File: src/rtl/pipe_pkg.sv
// Shared types and constants for the flow-controlled pipeline stage register.
package pipe_pkg;

  typedef enum logic [1:0] {
    EMPTY = 2'd0,
    ONE   = 2'd1,
    TWO   = 2'd2
  } pipe_state_t;

  // Control value carried by a bubble; widened to CTRL_W at the use site.
  localparam int unsigned CTRL_BUBBLE = 0;

  // Bit positions of the control fields inside the CTRL_W control word.
  localparam int unsigned CTRL_MEM_R   = 0;
  localparam int unsigned CTRL_MEM_W   = 1;
  localparam int unsigned CTRL_WREG_EN = 2;
  localparam int unsigned CTRL_FUN3_LO = 3;
  localparam int unsigned CTRL_FUN3_HI = 5;

endpackage

File: src/rtl/pipe_sat_counter.sv
// Saturating up-counter used for pipeline bubble statistics; never wraps.
module pipe_sat_counter #(
  parameter int unsigned CNT_W = 16
) (
  input  logic             clk,
  input  logic             reset,
  input  logic             inc,
  input  logic             hold,
  output logic [CNT_W-1:0] count
);

  localparam logic [CNT_W-1:0] CNT_MAX = '1;

  always_ff @(posedge clk or posedge reset) begin
    if (reset) begin
      count <= '0;
    end else if (inc && !hold && (count != CNT_MAX)) begin
      count <= count + CNT_W'(1);
    end
  end

endmodule

File: src/rtl/pipe_stage_reg.sv
// Flow-controlled pipeline stage register with stall, flush and bubble counter.
// Define PIPE_STAGE_SKID_EN for the two-entry skid buffer with registered in_ready.
module pipe_stage_reg
  import pipe_pkg::*;
#(
  parameter int unsigned DATA_W = 32,
  parameter int unsigned CTRL_W = 8,
  parameter int unsigned CNT_W  = 16
) (
  input  logic              clk,
  input  logic              reset,
  input  logic              stall,
  input  logic              flush,
  input  logic              in_valid,
  output logic              in_ready,
  input  logic [DATA_W-1:0] in_data,
  input  logic [CTRL_W-1:0] in_ctrl,
  output logic              out_valid,
  input  logic              out_ready,
  output logic [DATA_W-1:0] out_data,
  output logic [CTRL_W-1:0] out_ctrl,
  output logic [CNT_W-1:0]  bubble_cnt
);

  localparam logic [CTRL_W-1:0] BUBBLE = CTRL_W'(CTRL_BUBBLE);

  pipe_state_t       state_q, state_d;
  logic              valid_d;
  logic [DATA_W-1:0] data_d;
  logic [CTRL_W-1:0] ctrl_d;
  logic              acc;
  logic              rel;

`ifdef PIPE_STAGE_SKID_EN
  logic [DATA_W-1:0] skid_data_q, skid_data_d;
  logic [CTRL_W-1:0] skid_ctrl_q, skid_ctrl_d;
  logic              rdy_q, rdy_d;

  // Registered readiness: no path from out_ready; stall and reset still gate it.
  assign in_ready = rdy_q && !stall && !reset;
`else
  assign in_ready = (!out_valid || out_ready) && !stall && !reset;
`endif

  assign acc = in_valid && in_ready;
  assign rel = out_valid && out_ready && !stall;

  // Next-state and datapath selection; flush outranks stall.
  always_comb begin
    state_d = state_q;
    valid_d = out_valid;
    data_d  = out_data;
    ctrl_d  = out_ctrl;
`ifdef PIPE_STAGE_SKID_EN
    skid_data_d = skid_data_q;
    skid_ctrl_d = skid_ctrl_q;
`endif
    if (flush) begin
      state_d = EMPTY;
      valid_d = 1'b0;
      ctrl_d  = BUBBLE;
`ifdef PIPE_STAGE_SKID_EN
      skid_ctrl_d = BUBBLE;
`endif
    end else if (!stall) begin
      case (state_q)
        EMPTY: begin
          if (acc) begin
            state_d = ONE;
            valid_d = 1'b1;
            data_d  = in_data;
            ctrl_d  = in_ctrl;
          end
        end
        ONE: begin
`ifdef PIPE_STAGE_SKID_EN
          if (acc && !rel) begin
            state_d     = TWO;
            skid_data_d = in_data;
            skid_ctrl_d = in_ctrl;
          end else if (acc) begin
`else
          if (acc) begin
`endif
            data_d = in_data;
            ctrl_d = in_ctrl;
          end else if (rel) begin
            state_d = EMPTY;
            valid_d = 1'b0;
            ctrl_d  = BUBBLE;
          end
        end
`ifdef PIPE_STAGE_SKID_EN
        TWO: begin
          // Skid entry is younger, so it only moves up once the output drains.
          if (rel) begin
            state_d     = ONE;
            data_d      = skid_data_q;
            ctrl_d      = skid_ctrl_q;
            skid_ctrl_d = BUBBLE;
          end
        end
`endif
        default: begin
          state_d = EMPTY;
          valid_d = 1'b0;
          ctrl_d  = BUBBLE;
        end
      endcase
    end
`ifdef PIPE_STAGE_SKID_EN
    rdy_d = (state_d != TWO);
`endif
  end

  always_ff @(posedge clk or posedge reset) begin
    if (reset) begin
      state_q   <= EMPTY;
      out_valid <= 1'b0;
      out_data  <= '0;
      out_ctrl  <= BUBBLE;
`ifdef PIPE_STAGE_SKID_EN
      skid_data_q <= '0;
      skid_ctrl_q <= BUBBLE;
      rdy_q       <= 1'b1;
`endif
    end else begin
      state_q   <= state_d;
      out_valid <= valid_d;
      out_data  <= data_d;
      out_ctrl  <= ctrl_d;
`ifdef PIPE_STAGE_SKID_EN
      skid_data_q <= skid_data_d;
      skid_ctrl_q <= skid_ctrl_d;
      rdy_q       <= rdy_d;
`endif
    end
  end

  pipe_sat_counter #(
    .CNT_W(CNT_W)
  ) u_bubble_cnt (
    .clk   (clk),
    .reset (reset),
    .inc   (out_ready && !out_valid),
    .hold  (stall || flush),
    .count (bubble_cnt)
  );

endmodule

File: config.mk
export PLATFORM = sky130hd
export DESIGN_NAME = pipe_stage_reg
export DESIGN_NICKNAME = d
export VERILOG_FILES = /design/src/rtl/pipe_pkg.sv /design/src/rtl/pipe_sat_counter.sv /design/src/rtl/pipe_stage_reg.sv
export SDC_FILE = /design/constraint.sdc
export NUM_CORES = 1
export LEC_CHECK = 0
export ABC_AREA = 1
export CAP_MARGIN = 20
export CELL_PAD_IN_SITES_DETAIL_PLACEMENT = 1
export CELL_PAD_IN_SITES_GLOBAL_PLACEMENT = 2
export CORE_ASPECT_RATIO = 0.7
export CORE_MARGIN = 2
export CORE_UTILIZATION = 26
export CTS_CLUSTER_DIAMETER = 50
export CTS_CLUSTER_SIZE = 12
export DETAILED_ROUTE_END_ITERATION = 6
export PLACE_DENSITY_LB_ADDON = 0.1
export SETUP_SLACK_MARGIN = 0.05
export SLEW_MARGIN = 5
export SYNTH_ARGS = -nofsm -noshare
export SYNTH_HDL_FRONTEND = slang
export SYNTH_SLANG_ARGS = --single-unit
File: constraint.sdc
create_clock -name clk -period 3.8 [get_ports clk]
set_input_delay 1.14 -clock clk [delete_from_list [all_inputs] [get_ports clk]]
set_output_delay 1.14 -clock clk [all_outputs]
set_load 0.02 [all_outputs]
==> flow_summary_export.csv <==
group,metric,value,unit
run_status,status,"finished clean",
yosys,syn-instance-count,335,
cts,htreeDepth,3,
timing,max-slew-margin-rel,0.480,
cts,cts_buffers,9,
yosys,syn_area,2680,µm²
pwr,p_per_area,489,nW/µm²
yosys,synth_common_cells,"nand2_1 (152), dfrtp_1 (57), o21ai_0 (37)",
worst_setup_path,start_kind,"primary input",
global_route,grt_pass1_vias,2595,
layout,fin_nets,488,
timing,fin_crit_sh,0.879,
detailed_routing,num_vias,2579,
die,start_util,0.272,
die,fp-row-count,30,
hold_path,holdPathStages,2,
worst_setup_path,cp_max_fo,3,
timing,finalMaxSlewViolations,0,
yosys,yosys.area.top_type,"dfrtp_1",
layout,synthToLayoutAreaGrowth,53.5,%
timing,period_minus_slack,3.34,ns
pwr,ir_worst_vdd,0.000264,V
global_route,antenna_found_initial,0,
global_route,grt_overflow,0,
hold_path,hp-class,"flip-flop to flip-flop",
layout,fill_cells,1176,
pwr,p_int,1.42,mW
timing,finalHoldViolations,0,
pwr,p_leak,1.85,nW
placed_design,hpwl,6110,µm
yosys,synth-seq-area-share,0.533,
yosys,ys_types,22,
yosys,yosys-top-cells-area,"dfrtp_1 (53%), nand2_1 (21%), o21ai_0 (6.9%)",
detailed_routing,vias_per_cell,4.51,
timing,fmax,299,MHz
worst_setup_path,slowest_stage,"clkdlybuf4s50_1",
yosys,postSynth.asyncResetShare,1.00,
worst_setup_path,criticalPathCategory,"primary input to output port",
run,cap_violations,0,
cts,root_buffer,"clkbuf_16",
layout,multi_input_area,1130,µm²
yosys,synth_edf_count,0,
yosys,synth_most_common_cell,"nand2_1",
timing,worst_pin_slew,0.780,ns
timing,setup_viol,0,
yosys,ys_ff_latch,57,
detailed_routing,route.detailed.wl_per_inst,15.0,µm
pwr,comb_power_share,0.260,
worst_setup_path,cp_common_cell,"nand2_1",
worst_setup_path,arrival,2.20,ns
global_route,grt_max_degree,58,
cts,clk_pin_slew,0.04,ns
cts,cts.sinks,57,
die,die_x,125,µm
placed_design,portBuffers,103,
detailed_routing,ant_nets,0,
pwr,switching_share,0.293,
yosys,syn_area_per_cell,7.99,µm²
cts,clk_path_buf_depth,2,
cts,cts_tree,"built",
detailed_routing,first_pass_iters,4,
yosys,synth.top_cell.area_share,0.533,
pwr,clkPwrFrac,0.357,
worst_setup_path,critPathMaxStageDelay,0.53,ns
layout,drive_gt1_frac,0.0631,
die,io_pins,104,
worst_setup_path,cp.required,2.66,ns
global_route,grtUsageTotal,0.162,
placed_design,place.gp.congestion,0.820,
cts,clk_latency,0.32,ns
worst_setup_path,ff2ff_setup_slack,1.64,ns
worst_setup_path,cp-end-kind,"output port",
pwr,p_sw,588,µW
die,die-area,11100,µm²
worst_setup_path,crit_path_cell_trace,"clkdlybuf4s50_1, inv_2, nand2_1, nand2_1, nor2_1, dlymetal6s2s_1",
timing,skew,0.00574,ns
layout,regArea,1430,µm²
global_route,grt_pass1_wl,13800,µm
yosys,ys.flop_type,"dfrtp_1",
yosys,synth_warnings,0,
detailed_routing,drt_iter0_markers,79,
timing,rsz0062_at_grt,"false",
yosys,synth_fp_nets,382,
die,core_area,9830,µm²
worst_setup_path,r2r_cells,8,
die,die_h,88.9,µm
layout,diodes,0,
detailed_routing,totalWireLength,8610,µm
timing,fin_setup_tns,0,ns
pwr,pwr-share-seq,0.383,
placed_design,pre_cts_ws,0.0822,ns
detailed_routing,drc_errors,0,
cts,cts_setup_buffers,0,
timing,finalWorstSetupSlack,0.460,ns
[path summary, 6_finish.rpt]
check / start / end
max: out_ready / in_ready
min: out_data[2] / out_data[2]
max reg2reg: u_bubble_cnt.count[0] / u_bubble_cnt.count[13]
min reg2reg: out_data[2] / out_data[2]
max in group asynchronous: reset / out_data[15]
min in group asynchronous: reset / out_data[1]
[power by group through the flow]
stage | clock (mW) | sequential [mW] | combinational [mW]
finish | 0.716 | 0.767 | 0.522
detailed placement | 0 | 0.777 | 0.528
global route | 0.775 | 0.783 | 0.565
CTS | 0.743 | 0.769 | 0.531
floorplan | 0 | 0.883 | 0.130
global placement | 0 | 0.773 | 0.523
[placed cells by master, fill, tap and decap left out, drive strengths merged]
| cell | synthesis | layout |
|---|---|---|
| ha | 1 | 1 |
| inv | 14 | 14 |
| dlymetal6s2s | 0 | 1 |
| nand2 | 154 | 154 |
| clkdlybuf4s50 | 0 | 102 |
| nor2 | 19 | 19 |
| clkbuf | 8 | 14 |
| buf | 5 | 5 |
| a21oi | 2 | 2 |
| xnor2 | 6 | 6 |
| a31oi | 1 | 1 |
| nand4 | 6 | 6 |
| xor2 | 1 | 1 |
| nor3 | 1 | 1 |
| o21ai | 38 | 38 |
| dfrtp | 57 | 57 |
| nand3 | 22 | 22 |
[area by class of cell]
cell class              count  area share
clock buffers              14      0.0643
inverters                  14      0.0134
multi-input cells         251       0.275
flip-flops and latches     57       0.347
well taps                 128      0.0390
repair buffers            108       0.261
[cell families (layout without fill, tap and decap cells)]
group,Yosys count,in the layout,synth area share
buf+inv,27,136,0.0458
simple gates,202,202,0.310
fa+ha+maj,1,1,0.00468
compound gates,41,41,0.0837
flops,57,57,0.533
xor+xnor,7,7,0.0229
[what timing repair did]
action	in CTS	in global routing
setup endpoints to repair	0	1
hold buffers	0	0
resized for setup	0	1
[critical path: cells and delay by family]
| family | cells | cell delay (ns) |
|---|---|---|
| simple gates | 3 | 0.23 |
| buf+inv | 3 | 0.83 |
[flip-flops by register name, indices dropped and copies added, names as in the netlist]
register            cells
out_data               32
state_q                 1
out_ctrl                8
u_bubble_cnt.count     16
[per-layer routing]
layer / vias up / GRT usage / routed length [µm]
met5: - / 0 / 0
li1: 1282 / - / -
met3: 13 / 0.0713 / 681
met2: 75 / 0.231 / 3490
met4: 0 / 0.0566 / 161
met1: 1209 / 0.221 / 4270
[stage by stage]
step | power (mW) | util | hold WS [ns] | instance area, µm² | instances
2_1_floorplan | 1.01 | - | 0.614 | 2680 | 335
3_3_place_gp | 1.30 | 0.390 | 0.480 | 3840 | 558
3_5_place_dp | 1.30 | 0.390 | 0.490 | 3840 | 558
4_1_cts | 2.04 | 0.417 | 0.501 | 4100 | 572
5_1_grt | 2.12 | 0.417 | 0.524 | 4110 | 572
6_report | 2.01 | 0.417 | 0.497 | 4110 | 572
(Power assumes the default switching activity.)
